**config.mk**
```make
export PLATFORM = sky130hd
export DESIGN_NAME = eng_pipe_sched
export DESIGN_NICKNAME = d
export VERILOG_FILES = /design/src/rtl/eng_pipe_sched_pkg.sv /design/src/rtl/eng_pipe_sched_rr_arb.sv /design/src/rtl/eng_pipe_sched.sv
export SDC_FILE = /design/constraint.sdc
export NUM_CORES = 1
export LEC_CHECK = 0
export ABC_AREA = 1
export CORE_ASPECT_RATIO = 1.5
export CORE_MARGIN = 2
export CORE_UTILIZATION = 57
export CTS_BUF_LIST = sky130_fd_sc_hd__clkbuf_2 sky130_fd_sc_hd__clkbuf_4 sky130_fd_sc_hd__clkbuf_8
export DETAILED_ROUTE_END_ITERATION = 16
export GPL_TIMING_DRIVEN = 0
export PLACE_DENSITY = 0.88
export SLEW_MARGIN = 20
export SYNTH_ARGS = -nofsm -noshare
export SYNTH_HDL_FRONTEND = slang
export SYNTH_HIERARCHICAL = 1
export SYNTH_SLANG_ARGS = --single-unit
```
**constraint.sdc**
```tcl
create_clock -name clk -period 6.85 [get_ports clk]
set_clock_uncertainty 0.15 [all_clocks]
set_input_delay 1.7125 -clock clk [delete_from_list [all_inputs] [get_ports clk]]
set_output_delay 1.7125 -clock clk [all_outputs]
set_load 0.01 [all_outputs]
```
**src/rtl/eng_pipe_sched_pkg.sv**
```systemverilog
// Shared types and default parameters for the engine pipe scheduler.
//   q_pkg   : op_t command opcode enum and the default context id width.
//   cfg_pkg : default requester count and pipe depth (outstanding-credit limit).

package q_pkg;

  typedef enum logic [1:0] {
    OP_PUSH  = 2'd0,
    OP_POP   = 2'd1,
    OP_PEEK  = 2'd2,
    OP_FLUSH = 2'd3
  } op_t;

  localparam int unsigned CTX_W_DEF = 3;

endpackage : q_pkg

package cfg_pkg;

  localparam int unsigned N_REQ_DEF      = 4;
  localparam int unsigned PIPE_DEPTH_DEF = 4;

endpackage : cfg_pkg

```
**src/rtl/eng_pipe_sched_rr_arb.sv**
```systemverilog
// eng_rr_arb: purely combinational N-way round-robin arbiter.
// The search starts at ptr and wraps, so the first set request at or
// after ptr wins. The pointer register is owned by the caller.
//   req : request vector (N)
//   ptr : search start index
//   gnt : one-hot grant (all zero when no request)
//   idx : encoded index of the granted request (0 when none)
//   vld : a grant was made this cycle

module eng_rr_arb #(
  parameter  int unsigned N     = 4,
  localparam int unsigned IDX_W = $clog2(N)
) (
  input  logic [N-1:0]     req,
  input  logic [IDX_W-1:0] ptr,
  output logic [N-1:0]     gnt,
  output logic [IDX_W-1:0] idx,
  output logic             vld
);

  logic [IDX_W-1:0] cand;

  // N is a power of two, so the wrap is simply the natural truncation
  // of ptr + k to IDX_W bits.
  always_comb begin
    gnt  = '0;
    idx  = '0;
    vld  = 1'b0;
    cand = '0;
    for (int unsigned k = 0; k < N; k++) begin
      cand = ptr + IDX_W'(k);
      if (!vld && req[cand]) begin
        vld       = 1'b1;
        gnt[cand] = 1'b1;
        idx       = cand;
      end
    end
  end

endmodule : eng_rr_arb

```
**src/rtl/eng_pipe_sched.sv**
```systemverilog
// eng_pipe_sched: issue scheduler for the engine pipe.
// Round-robin arbitration of N_REQ requesters into a single registered
// issue slot, with a per-context hazard scoreboard (one in-flight command
// per context) and a credit counter capping outstanding commands at
// PIPE_DEPTH. Retirements from the pipe release contexts and credits.
//   clk, arst          : clock, asynchronous active-high reset
//   req_vld/ctx/op     : per-requester command (packed, requester i at i*W)
//   req_gnt            : combinational one-hot grant
//   iss_vld/ctx/op/src : registered issue slot, iss_rdy accepts it
//   ret_vld/ret_ctx    : retire pulse from the pipe
//   busy               : issue slot occupied or commands outstanding
//   err_ret            : sticky, retire seen for a context not in flight

module eng_pipe_sched
  import q_pkg::*;
  import cfg_pkg::*;
#(
  parameter int unsigned N_REQ      = N_REQ_DEF,
  parameter int unsigned CTX_W      = CTX_W_DEF,
  parameter int unsigned PIPE_DEPTH = PIPE_DEPTH_DEF
) (
  input  logic                       clk,
  input  logic                       arst,
  input  logic [N_REQ-1:0]           req_vld,
  input  logic [N_REQ*CTX_W-1:0]     req_ctx,
  input  logic [N_REQ*2-1:0]         req_op,
  output logic [N_REQ-1:0]           req_gnt,
  output logic                       iss_vld,
  output logic [CTX_W-1:0]           iss_ctx,
  output logic [1:0]                 iss_op,
  output logic [$clog2(N_REQ)-1:0]   iss_src,
  input  logic                       iss_rdy,
  input  logic                       ret_vld,
  input  logic [CTX_W-1:0]           ret_ctx,
  output logic                       busy,
  output logic                       err_ret
);

  localparam int unsigned SRC_W = $clog2(N_REQ);
  localparam int unsigned CNT_W = $clog2(PIPE_DEPTH + 1);
  localparam int unsigned N_CTX = 1 << CTX_W;

  logic [N_CTX-1:0] sb;
  logic [N_CTX-1:0] sb_nxt;
  logic [CNT_W-1:0] cnt;
  logic [SRC_W-1:0] ptr;
  op_t              iss_op_q;

  logic [CTX_W-1:0] ctx_of [N_REQ];
  op_t              op_of  [N_REQ];

  logic             slot_free;
  logic             credit_ok;
  logic [N_REQ-1:0] elig;
  logic [N_REQ-1:0] arb_gnt;
  logic [SRC_W-1:0] arb_idx;
  logic             arb_vld;
  logic [CTX_W-1:0] gnt_ctx;
  op_t              gnt_op;
  logic             ret_hit;

  always_comb begin
    for (int unsigned i = 0; i < N_REQ; i++) begin
      ctx_of[i] = req_ctx[i*CTX_W +: CTX_W];
      op_of[i]  = op_t'(req_op[i*2 +: 2]);
    end
  end

  assign slot_free = !iss_vld || iss_rdy;
  assign credit_ok = (cnt < CNT_W'(PIPE_DEPTH));

  // Eligibility uses registered sb/cnt only: a retire this cycle is not
  // visible to arbitration until the next cycle.
  always_comb begin
    elig = '0;
    for (int unsigned i = 0; i < N_REQ; i++) begin
      elig[i] = req_vld[i] && !sb[ctx_of[i]] && credit_ok && slot_free;
    end
  end

  eng_rr_arb #(
    .N (N_REQ)
  ) u_arb (
    .req (elig),
    .ptr (ptr),
    .gnt (arb_gnt),
    .idx (arb_idx),
    .vld (arb_vld)
  );

  // Grant is forced off while reset is held so nothing is handshaken
  // with the front-ends during reset.
  assign req_gnt = arst ? '0 : arb_gnt;
  assign gnt_ctx = ctx_of[arb_idx];
  assign gnt_op  = op_of[arb_idx];

  assign ret_hit = ret_vld && sb[ret_ctx];

  // A granted context has sb=0 and a hit retire needs sb=1, so the set and
  // clear can never target the same entry in one cycle.
  always_comb begin
    sb_nxt = sb;
    if (ret_hit) sb_nxt[ret_ctx] = 1'b0;
    if (arb_vld) sb_nxt[gnt_ctx] = 1'b1;
  end

  always_ff @(posedge clk or posedge arst) begin
    if (arst) begin
      sb       <= '0;
      cnt      <= '0;
      ptr      <= '0;
      iss_vld  <= 1'b0;
      iss_ctx  <= '0;
      iss_op_q <= OP_PUSH;
      iss_src  <= '0;
      err_ret  <= 1'b0;
    end else begin
      sb <= sb_nxt;

      case ({arb_vld, ret_hit})
        2'b10:   cnt <= cnt + CNT_W'(1);
        2'b01:   cnt <= cnt - CNT_W'(1);
        default: cnt <= cnt;
      endcase

      if (arb_vld) begin
        ptr      <= arb_idx + SRC_W'(1);
        iss_vld  <= 1'b1;
        iss_ctx  <= gnt_ctx;
        iss_op_q <= gnt_op;
        iss_src  <= arb_idx;
      end else if (slot_free) begin
        iss_vld <= 1'b0;
      end

      if (ret_vld && !sb[ret_ctx]) err_ret <= 1'b1;
    end
  end

  assign iss_op = iss_op_q;
  assign busy   = iss_vld || (cnt != '0);

endmodule : eng_pipe_sched

```
==> summary.md, run 1 <==
The tools report the number of slew-limit violations in the final report as 0. After synthesis, flip-flops and latches occupy 25.9% of the total area. The total area inside the core boundary comes to 0.00361 mm^2.

The peak supply drop is 0.387 mV. Post-CTS timing repair inserted 0 buffers for setup. The number of nets handed over by synthesis was 375. The relative area change from synthesis to final layout is 23.8%, and the routed length per placed instance is 13.5 um.

Clock edge transition at the registers on the reported setup and hold paths: 0.07 ns. The worst setup path is of the in -> out kind. The congestion estimate from routability-driven global placement came to 0.884.

The number of placement rows was 27; the net count reported at finish was 421. Leaving out fill and tap cells, the most frequent cell in the layout is nand2_1. The number of hold buffers added after CTS was 0. Setup slack closes at 0.432 ns. For this design the static power due to leakage is 1.29 nW. At the placement stage, the worst setup path has a slack of 0.482 ns. The synthesized instance count was 337; the final worst-path cycle share was 93.7%.

The count of cell types in the netlist is 32. The peak clock frequency supported by timing came out at 156 MHz. The tools report the largest buffer count on any clock path as 2.

Cells with a size suffix above 1 make up 9.71% of the layout. The routed design could run at a clock period as short as 6.42 ns. The logs give 2212 for the number of global-route vias before repair and 3 for the CTS buffer count.

Summed over all layers, the routed wires come to 5.73 mm. The first-pass GRT wire length is 9.51 mm, and the clock latency of the later-clocked register in the worst-skew pair is 0.26 ns. The final-layout setup total negative slack was 0 ns. The tools report the initial antenna violation count as 0. In this run the worst hold path is classified as reg -> reg. The worst setup path is captured at an output port.

Sort of element at the start of the critical path: an input port. The run gives 0 as the number of hold-slack violations in the final timing report. Global routing consumed, over all layers together, 29.5% of the routing resources. The tool flagged a number of max-cap violations equal to 0.

Buffers placed on the I/O ports in this run total 41. The worst max-slew margin expressed relative to the limit came out at 43.5%. The antenna violation net count after detailed routing is 0. The total global routing overflow is 0, and the synthesized area per cell is 6.31 um^2.

The first detailed-routing pass ran for 5 iterations. The floorplan step defined a die boundary enclosing 0.00425 mm^2. Pin placement for this block handled 45 I/O pins.

By area the synthesized netlist is led by dfrtp_1 26%, nand2_1 16%, nand3_1 10%. After clock tree synthesis, the repair step resized 0 gates. The routed layout has 2360 vias. The count of H-tree levels built during CTS was 1. Summing every instance area after synthesis gives 0.00213 mm^2. The floorplan die width was 53.9 um. For the pin with the worst max-slew slack, the measured transition is 0.847 ns. The data arrival at the endpoint of the critical path came out at 4.56 ns. The flow ran to the end, and the final reports show no timing, DRC or antenna violations. For the pin count of the biggest net entering global routing, the log shows 23. Post-synthesis cell type with the largest combined area: dfrtp_1.

Data on the critical path is required at its endpoint by 4.99 ns. The clock tree root driver cell was clkbuf_8. Setup repair after global routing left no endpoint under its margin. The starting utilization of the core area came out at 58.8%.

For this run, design rule violations remaining after detail routing come to 0. In this run the worst path has a maximum fanout of 7. The violation count after the first detailed-routing iteration is 102. The post-synthesis register bit count works out to 22. The top cell types in the final layout, fill and taps aside, are 93 x nand2_1, 44 x inv_1, 44 x nand3_1, 41 x clkdlybuf4s50_1, 24 x a21oi_1. The number of antenna repair diodes is 0.

TritonCTS built the clock tree. Power spread over the standard cell area amounts to 575 mW/mm^2. The routed via count divided by cell count came out at 5.57.

The die span in y was 78.8 um; the number of clock sinks was 22. The run gives 4.44 mm as the total half-perimeter wirelength after legalization and detailed placement. Setup violations remaining at the end of the flow were counted as 0.

Share of the synthesized area in the top cell type: 25.9%. The count of synthesis-stage warnings from yosys was 6.
-- where the power goes --
part           switching [mW]  total, mW  internal (mW)
sequential             0.0806      0.288          0.208
clock                  0.0419     0.0812         0.0393
combinational           0.719       1.15          0.427
total                   0.841       1.51          0.674
-- per-stage QoR --
| stage | power, mW | instance area [um^2] | utilization [%] | std cells | hold slack (ns) |
|---|---|---|---|---|---|
| floorplan | 1.11 | 2130 | - | 337 | 0.287 |
| global placement | 1.38 | 2590 | 71.7 | 421 | 0.305 |
| detailed placement | 1.41 | 2590 | 71.7 | 421 | 0.308 |
| CTS | 1.50 | 2630 | 72.8 | 424 | 0.323 |
| global route | 1.67 | 2630 | 72.8 | 424 | 0.337 |
| finish | 1.51 | 2630 | 72.8 | 424 | 0.322 |
-- critical path, cell delays in order --
cell and delay, ns:
clkdlybuf4s50_1 0.59, inv_1 0.12, a21oi_1 0.14, o21ai_0 0.09, a21oi_1 0.18, nor3_1 0.09
inv_1 0.06, nand2_1 0.10, nand3_4 0.16, nand2_4 0.07, nor2_1 0.32, a21oi_1 0.16
nand3_1 0.12, inv_1 0.04, nor2_1 0.07, clkdlybuf4s50_1 0.53
-- registers in the layout, indices dropped and copies added, names as in the netlist --
register and flops:
cnt 3, err_ret 1, iss_ctx 3, iss_op 2, iss_src 2, iss_vld 1, ptr 2, sb 8
-- cell families after synthesis --
group,share of synthesized area (%)
simple gates,41.1
fa+ha+maj,4.47
xor+xnor,0.824
flops,25.9
buf+inv,11.4
compound gates,16.3
-- worst paths after layout --
| path | from | to | slack [ns] | depth (start not counted) |
|---|---|---|---|---|
| max | req_ctx[9] | req_gnt[1] | 0.43 | 16 |
| min | cnt[0] | cnt[0] | 0.32 | 1 |
| max reg2reg | sb[5] | cnt[2] | 3.14 | 20 |
| min reg2reg | cnt[0] | cnt[0] | 0.32 | 1 |
| max in group asynchronous | arst | cnt[1] | 4.14 | 2 |
| min in group asynchronous | arst | iss_ctx[0] | 1.88 | 2 |
-- per-layer routing --
layer / track usage [%] / vias up / wire (um)
met5: 0 / - / 0
met2: 54.0 / 92 / 3150
met4: 10.0 / 0 / 96
met3: 3.57 / 10 / 280
li1: - / 1190 / -
met1: 33.3 / 1068 / 2210
-- final cells by class --
type                    instances  area [um^2]
multi-input cells             259         1330
inverters                      50          195
fillers                       299          982
repair buffers                 41          410
well taps                      43         53.8
clock buffers                   3         41.3
plain buffers                   6         47.5
flip-flops and latches         22          551
-- synthesized netlist by cell type (all sizes together) --
library cell	number
a21oi	26
nor2	25
nand3	47
nand2	106
a31o	1
nand4	8
xnor2	1
o211ai	4
dfrtp	22
a21boi	4
o21ai	23
fa	1
o21a	1
xor2	1
nor3	4
ha	6
inv	50
a31oi	1
buf	6
(Power assumes the default switching activity.)
==> run 2, diff against run 1 <==
--- a/config.mk
+++ b/config.mk
@@ -8,11 +8,11 @@
 export ABC_AREA = 1
 export CORE_ASPECT_RATIO = 1.5
 export CORE_MARGIN = 2
-export CORE_UTILIZATION = 57
+export CORE_UTILIZATION = 48
 export CTS_BUF_LIST = sky130_fd_sc_hd__clkbuf_2 sky130_fd_sc_hd__clkbuf_4 sky130_fd_sc_hd__clkbuf_8
 export DETAILED_ROUTE_END_ITERATION = 16
 export GPL_TIMING_DRIVEN = 0
-export PLACE_DENSITY = 0.88
+export PLACE_DENSITY = 0.79
 export SLEW_MARGIN = 20
 export SYNTH_ARGS = -nofsm -noshare
 export SYNTH_HDL_FRONTEND = slang
==> constraint.sdc (replaced) <==
create_clock -name clk -period 5.6 [get_ports clk]
set_clock_uncertainty 0.15 [all_clocks]
set_input_delay 1.4 -clock clk [delete_from_list [all_inputs] [get_ports clk]]
set_output_delay 1.4 -clock clk [all_outputs]
set_load 0.01 [all_outputs]
==> summary.md, run 2 (synthesized netlist as in run 1, its figures left out) <==
The worst path uses 97.0% of the clock period. The clock tree root driver cell is clkbuf_8. The critical path's top delay family was buffers and inverters.

TritonCTS built the clock tree. Final non-filler cell area: 0.00269 mm^2 (+2.0%). The number of global-route vias before repair was 2318 (+4.8%); the total half-perimeter wirelength after legalization and detailed placement was 4.45 mm (+0.22%). The total chip power was 1.87 mW (+24%); the antenna violation net count after detailed routing was 0 (unchanged).

The run gives 2 (unchanged) as the largest buffer count on any clock path. The detailed-route wire length on metal 1 came out at 2.23 mm (+0.86%). The run finished with clean final reports. The detailed route wirelength on metal3 is 245 um (-13%). The startpoint identified for the worst hold timing path is cnt[0]. The floorplan die width was 58.4 um (+8.3%). The total of endpoints with negative setup slack in the final report came out at 0 (unchanged).

The biggest cell delay along the critical path is 0.54 ns (-0.05 ns), and the first-pass GRT wire length is 9.94 mm (+4.6%). The run gives 25.3% (-4.2 points) as the global-route usage over all layers. The tools report the number of slew-limit violations in the final report as 0 (unchanged). The initial antenna violation count is 0 (unchanged), and the clock period minus final worst setup slack is 5.43 ns.

For the count of H-tree levels built during CTS, the log shows 1 (unchanged). The routed length per placed instance was 13.5 um (-0.37%). The worst hold-check slack was 0.313 ns (-0.00813 ns). In this run the top signal layer used is met4. The number of placement rows is 29 (+7.4%). The peak supply drop is 0.565 mV (+46%). Violation count after the first detailed-routing iteration: 102 (unchanged). Number of buffer and inverter stages on the critical path: 5 (unchanged). The pin slew with the least headroom to its limit is 0.829 ns (-0.0179 ns). The number of antenna repair diodes was 0 (unchanged); the length in cells of the worst reg-to-reg path was 20 (unchanged).

Setup repair after global routing left no endpoint under its margin. The number of clock sinks was 22 (unchanged). The residual DRC count came out at 0 (unchanged). The run gives 3.09 mm (-1.7%) as the wire length on met2. For the buffers inserted during post-CTS setup optimization, the log shows 0 (unchanged). The number of detailed-routing iterations run before antenna repair is 4 (-1), and the routed via count divided by cell count is 5.51 (-0.96%). The tools report the routed via count as 2354 (-0.25%). The cell count after placement is 424 (+0.71%).

The logs give 0.986 (+12%) for the placer's final routability congestion estimate and 421 (unchanged) for the net count reported at finish. Timing would allow up to 184 MHz. The worst hold path cell count is 1 (unchanged), and the die footprint is 0.00499 mm^2 (+18%).

The tightest min-delay check is of the reg -> reg type. The routed wire length was 5.75 mm (+0.33%); the number of top-level pins was 45 (unchanged). Worst-path maximum fanout: 7 (unchanged).

The end point of the worst hold path is cnt[0]. The share of post-route cells with drive strength above 1 was 11.8% (+2.1 points). Most flop-heavy register: sb.

The clock edge transition at the registers on the reported setup and hold paths came out at 0.07 ns (about the same). The tools report the sort of element at the start of the critical path as an input port. The worst max-slew margin expressed relative to the limit is 44.7% (+1.2 points), and the number of hold-slack violations in the final timing report is 0 (unchanged). The flip-flop count of the largest register, all copies and words added was 8 (unchanged); the CTS buffer count was 3 (unchanged). The library cell used most frequently in the layout, excluding fill and tap cells, is nand2_1. Counting stages on the worst path, the most repeated cell is inv_1. The die span in y is 85.5 um (+8.5%), and the count of input and output buffers is 41 (unchanged). The starting utilization of the core area came out at 50.1% (-8.7 points). The relative area change from synthesis to final layout came out at 26.3%. Traced cell by cell, the critical path runs through clkdlybuf4s50_1, nor2_1, nor2_2, inv_1, nor3_2, inv_1, nand2_1, nand3_4, a21boi_0, a21oi_1, nand3_1, inv_1, nor2_1, clkdlybuf4s50_1.

The logs give 0.00259 mm^2 (+0.14%) for the placement-stage cell area and 1.86 ns (-1.28 ns) for the worst-case register-to-register setup slack. The final standard cell count with taps included and fillers excluded came out at 427 (+0.71%). The startpoint-to-endpoint class of the critical path is in -> out. The tools report the category of the worst setup path capture point as an output port.

The endpoint identified for the worst register-to-register timing path is cnt[2]. For the number of hold buffers added after CTS, the log shows 0 (unchanged). The run gives 23 (unchanged) as the pin count of the biggest net entering global routing. For the number of max-cap violations, the log shows 0 (unchanged). The clock latency of the later-clocked register in the worst-skew pair was 0.26 ns (about the same). The data arrival at the endpoint of the critical path was 3.88 ns (-0.68 ns). The worst path required time was 4.05 ns (-0.94 ns).

Origin of the critical flop-to-flop path: sb[5]. Leaving out fill and tap cells, the most frequent cells in the layout are 93 x nand2_1, 44 x nand3_1, 42 x inv_1, 33 x clkdlybuf4s50_1, 24 x a21oi_1. The static power due to leakage is 1.36 nW (+5.8%). In the final layout, the registers with the most flip-flops are sb: 8 flops, cnt: 3 flops, iss_ctx: 3 flops. The ratio of total power to cell area works out to 697 mW/mm^2 (+21%). The slowest stage of the critical path is the clkdlybuf4s50_1 cell.

The total core area is 0.00425 mm^2 (+17%), and the total global routing overflow is 0 (unchanged).
-- run 2: how the worst max path moves through the flow --
| stage | from | endpoint | slack [ns] | cells after the start |
|---|---|---|---|---|
| after floorplan | req_ctx[3] | req_gnt[0] | 1.19 | 14 |
| after global placement | iss_rdy | req_gnt[1] | -0.11 | 14 |
| after detailed placement | req_ctx[9] | req_gnt[1] | -0.10 | 16 |
| after CTS | req_ctx[6] | req_gnt[3] | 0.03 | 18 |
| after global routing | iss_rdy | req_gnt[1] | 0.007 | 14 |
| final | iss_rdy | req_gnt[0] | 0.17 | 14 |
-- run 2: area by class of cell --
| class | count | area, um^2 |
|---|---|---|
| Sequential cell | 22 | 551 |
| Buffer | 6 | 47.5 |
| Multi-Input combinational cell | 259 | 1370 |
| Timing Repair Buffer | 41 | 423 |
| Clock buffer | 3 | 41.3 |
| Fill cell | 417 | 1560 |
| Inverter | 50 | 198 |
| Tap cell | 46 | 57.6 |
-- run 2: power breakdown --
part	switching, mW	internal, mW	total, mW
clock network	0.0518	0.0481	0.0999
registers	0.0949	0.254	0.349
logic	0.890	0.533	1.42
total	1.04	0.835	1.87
-- run 2: repair_timing --
action | 4_1_cts | 5_1_grt
pin swaps | 0 | 3
endpoints found under the hold margin | 0 | 0
endpoints found under the setup margin | 4 | 4
gates cloned | 0 | 0
resized for setup | 4 | 18
-- run 2: stage by stage --
stage | TNS (ns) | worst slack, ns | util (%)
floorplan | 0 | 1.19 | -
global placement | -0.364 | -0.107 | 61.1
detailed placement | -0.353 | -0.101 | 61.1
CTS | 0 | 0.0267 | 62.3
global route | 0 | 0.00675 | 63.3
finish | 0 | 0.168 | 63.3
-- run 2: metal layers --
| metal | track usage [%] | up-vias |
|---|---|---|
| met5 | 0 | - |
| met1 | 28.2 | 1087 |
| met2 | 46.4 | 63 |
| met3 | 2.41 | 16 |
| li1 | - | 1188 |
| met4 | 12.1 | 0 |
==> run 3, diff against run 2 <==
--- a/config.mk
+++ b/config.mk
@@ -8,7 +8,7 @@
 export ABC_AREA = 1
 export CORE_ASPECT_RATIO = 1.5
 export CORE_MARGIN = 2
-export CORE_UTILIZATION = 48
+export CORE_UTILIZATION = 49
 export CTS_BUF_LIST = sky130_fd_sc_hd__clkbuf_2 sky130_fd_sc_hd__clkbuf_4 sky130_fd_sc_hd__clkbuf_8
 export DETAILED_ROUTE_END_ITERATION = 16
 export GPL_TIMING_DRIVEN = 0
@@ -16,5 +16,4 @@
 export SLEW_MARGIN = 20
 export SYNTH_ARGS = -nofsm -noshare
 export SYNTH_HDL_FRONTEND = slang
-export SYNTH_HIERARCHICAL = 1
 export SYNTH_SLANG_ARGS = --single-unit
==> summary.md, run 3 <==
Die footprint: 0.00532 mm^2 (+6.7%). The tools report the global-route usage over all layers as 24.9% (-0.36 points). The tools report the number of slew-limit violations in the final report as 0 (unchanged). Starting utilization of the core area: 51.2% (+1.1 points). The first-pass GRT wire length was 10.2 mm (+2.9%). The synthesized instance count is 347 (+3.0%), and the final-layout setup total negative slack is 0 ns (unchanged). Summed over all instances, the cell type with the most area after synthesis is dfrtp_1. STA classifies the critical path endpoint as an output port. The pin slew with the least headroom to its limit is 0.837 ns (+0.00838 ns), and the worst max-slew margin expressed relative to the limit is 44.1% (-0.56 points). The root buffer cell chosen for the clock tree is clkbuf_8. The logs give 1 (unchanged) for the count of H-tree levels built during CTS and 3 (unchanged) for the CTS buffer count. The top routing layer in use is met4.

The count of input and output buffers was 44 (+7.3%); the net count reported at finish was 437 (+3.8%). The wire length on met2 was 3.43 mm (+11%); the share of the synthesized area in the top cell type was 23.7% (-2.2 points). The sort of element at the start of the critical path is an input port. The total core area is 0.00454 mm^2 (+7.0%).

The clock period minus final worst setup slack was 5.40 ns (-0.0348 ns). The largest buffer count on any clock path was 2 (unchanged). The most common cell in the synthesized netlist is nand2_1. The synthesized area per cell works out to 6.70 um^2 (+6.1%). In this run the critical register-to-register path is launched from ptr[1]. The run gives 0 (unchanged) as the number of hold-slack violations in the final timing report. The number of antenna repair diodes was 0 (unchanged); the number of hold buffers added after CTS was 0 (unchanged). The post-synthesis register bit count came out at 22 (unchanged). After synthesis, the cell types taking the most area are dfrtp_1 24%, nand2_1 17%, nand3_1 11%.

The tools report the number of placement rows as 30 (+3.4%). The biggest cell delay along the critical path came out at 0.56 ns (+0.02 ns). The worst hold path cell count was 1 (unchanged).

The destination of the critical timing path was req_gnt[0]. The most critical setup path has its startpoint at req_ctx[7]. The clock latency of the later-clocked register in the worst-skew pair is 0.26 ns (about the same).

Critical-path cell with the highest stage delay: clkdlybuf4s50_1. The tools report the worst path required time as 4.05 ns (about the same). Leaving out fill and tap cells, the most frequent cell in the layout is nand2_1. The run finished with clean final reports. The peak clock frequency supported by timing is 185 MHz (+0.64%). The count of cell types in the netlist is 39 (+22%). Setup repair after global routing left no endpoint under its margin.

The routed length per placed instance was 13.5 um (+0.18%); the placer's final routability congestion estimate was 0.953 (-3.3%). TritonCTS built the clock tree. The initial antenna violation count is 0 (unchanged).

The sequential element share of the synthesized area was 23.7% (-2.2 points); the routed via count was 2479 (+5.3%). Among all flip-flop cells after synthesis, the most frequent one is dfrtp_1. The length in cells of the worst reg-to-reg path came out at 14 (-30%).

Leaving out fill and tap cells, the most frequent cells in the layout are 106 x nand2_1, 53 x nand3_1, 40 x clkdlybuf4s50_1, 36 x inv_1, 22 x dfrtp_1. The class of the tightest hold or removal check is reg -> reg. The clock edge transition at the registers on the reported setup and hold paths is 0.08 ns (about the same). The total half-perimeter wirelength after legalization and detailed placement is 5.04 mm (+13%), and the number of global-route vias before repair is 2324 (+0.26%). The startpoint-to-endpoint class of the critical path was in -> out. The share of flip-flops with an asynchronous set or reset after synthesis is 100% (unchanged), and the relative area change from synthesis to final layout is 25.4%. The share of post-route cells with drive strength above 1 came out at 14.2% (+2.4 points). The run gives 221 um (-9.8%) as the detailed route wirelength on metal3. The worst-case register-to-register setup slack was 1.98 ns (+0.12 ns). Worst-path maximum fanout: 9 (+2). Number of max-cap violations: 0 (unchanged). Walking the worst path, the cells encountered are clkdlybuf4s50_1, o21ai_0, o21ai_1, nand2_1, nand4_1, nand3_2, nand2_4, nand3_4, nor2_8, nand2_1, a31oi_1, clkdlybuf4s50_1.

The endpoint identified for the worst register-to-register timing path is cnt[2]. The floorplan die width came out at 60.2 um (+3.2%). For the residual DRC count, the log shows 0 (unchanged). Most flop-heavy register: sb.

The die span in y came out at 88.4 um (+3.3%). The number of nets produced by synthesis is 388 (+3.5%), and the detailed-route wire length on metal 1 is 2.36 mm (+6.2%). The run gives 0 (-6) as the count of synthesis-stage warnings from yosys. The number of detailed-routing iterations run before antenna repair came out at 5 (+1). The number of top-level pins was 45 (unchanged). Among cell families on the critical path, the largest total delay comes from buffers and inverters. The final worst-path cycle share was 96.4% (-0.62 points). The tools report the pin count of the biggest net entering global routing as 23 (unchanged).

The number of buffer and inverter stages on the critical path works out to 2 (-3). The total of endpoints with negative setup slack in the final report is 0 (unchanged), and the synthesized cell area is 0.00232 mm^2 (+9.3%). The total global routing overflow was 0 (unchanged). For the data arrival at the endpoint of the critical path, the log shows 3.85 ns (-0.03 ns).

The number of flops mapped to enable cells by yosys is 0 (unchanged), and the routed via count divided by cell count is 5.40 (-2.0%). By count the netlist is led by 107 x nand2_1, 53 x nand3_1, 36 x inv_1, 22 x dfrtp_1, 16 x nor2_1. The routed wire length is 6.19 mm (+7.7%).

The largest registers in the layout are sb: 8 flops, cnt: 3 flops, iss_ctx: 3 flops. Total number of cells along the worst setup path: 12 (-2). The tools report the antenna violation net count after detailed routing as 0 (unchanged). Violation count after the first detailed-routing iteration: 137 (+34%). The flip-flop count of the largest register, all copies and words added came out at 8 (unchanged). The number of clock sinks is 22 (unchanged).
[run 3: routing by layer]
metal / up-vias / GRT usage (%)
met3: 20 / 1.46
met4: 0 / 9.29
met1: 1134 / 28.8
met2: 73 / 46.6
met5: - / 0
li1: 1252 / -
[run 3: what timing repair did]
action                     4_1_cts  5_1_grt
resized for setup                0        6
buffers inserted                 0        0
setup endpoints to repair        0        4
[run 3: cells by family (layout without fill, tap and decap cells)]
logic type	count (synthesis)	count (layout)	share of synthesized area (%)
AOI/OAI and AO/OA	40	40	10.7
xor gates and xnor gates	2	2	0.754
adders and majority gates	10	10	5.71
buffers and inverters	47	95	9.04
DFF	22	22	23.7
and+or+nand+nor	226	226	50.1
[run 3: how the worst min path moves through the flow]
stage,from,endpoint
finish,cnt[0],cnt[0]
global route,cnt[0],cnt[0]
CTS,cnt[0],cnt[0]
detailed placement,cnt[0],cnt[0]
global placement,err_ret,err_ret
floorplan,cnt[0],cnt[0]
[run 3: stage by stage]
stage	instance area, um^2	util (%)	setup WS (ns)	std cells	hold WS (ns)
6_report	2920	64.2	0.203	459	0.331
5_1_grt	2920	64.2	0.0105	459	0.361
4_1_cts	2900	63.9	0.0738	459	0.333
3_5_place_dp	2850	62.6	0.0777	455	0.318
3_3_place_gp	2850	62.6	0.136	455	0.314
2_1_floorplan	2320	-	1.28	347	0.296
[run 3: cell type report]
type	count	area [um^2]
Tap cell	64	80.1
Inverter	42	163
Clock buffer	4	55.1
Fill cell	426	1630
Buffer	5	47.5
Timing Repair Buffer	44	450
Multi-Input combinational cell	278	1570
Sequential cell	22	551
Power of run 3 is left out: the tool's default activity adds up to more than one toggle a clock period on the data nets, which glitch-free logic cannot reach.
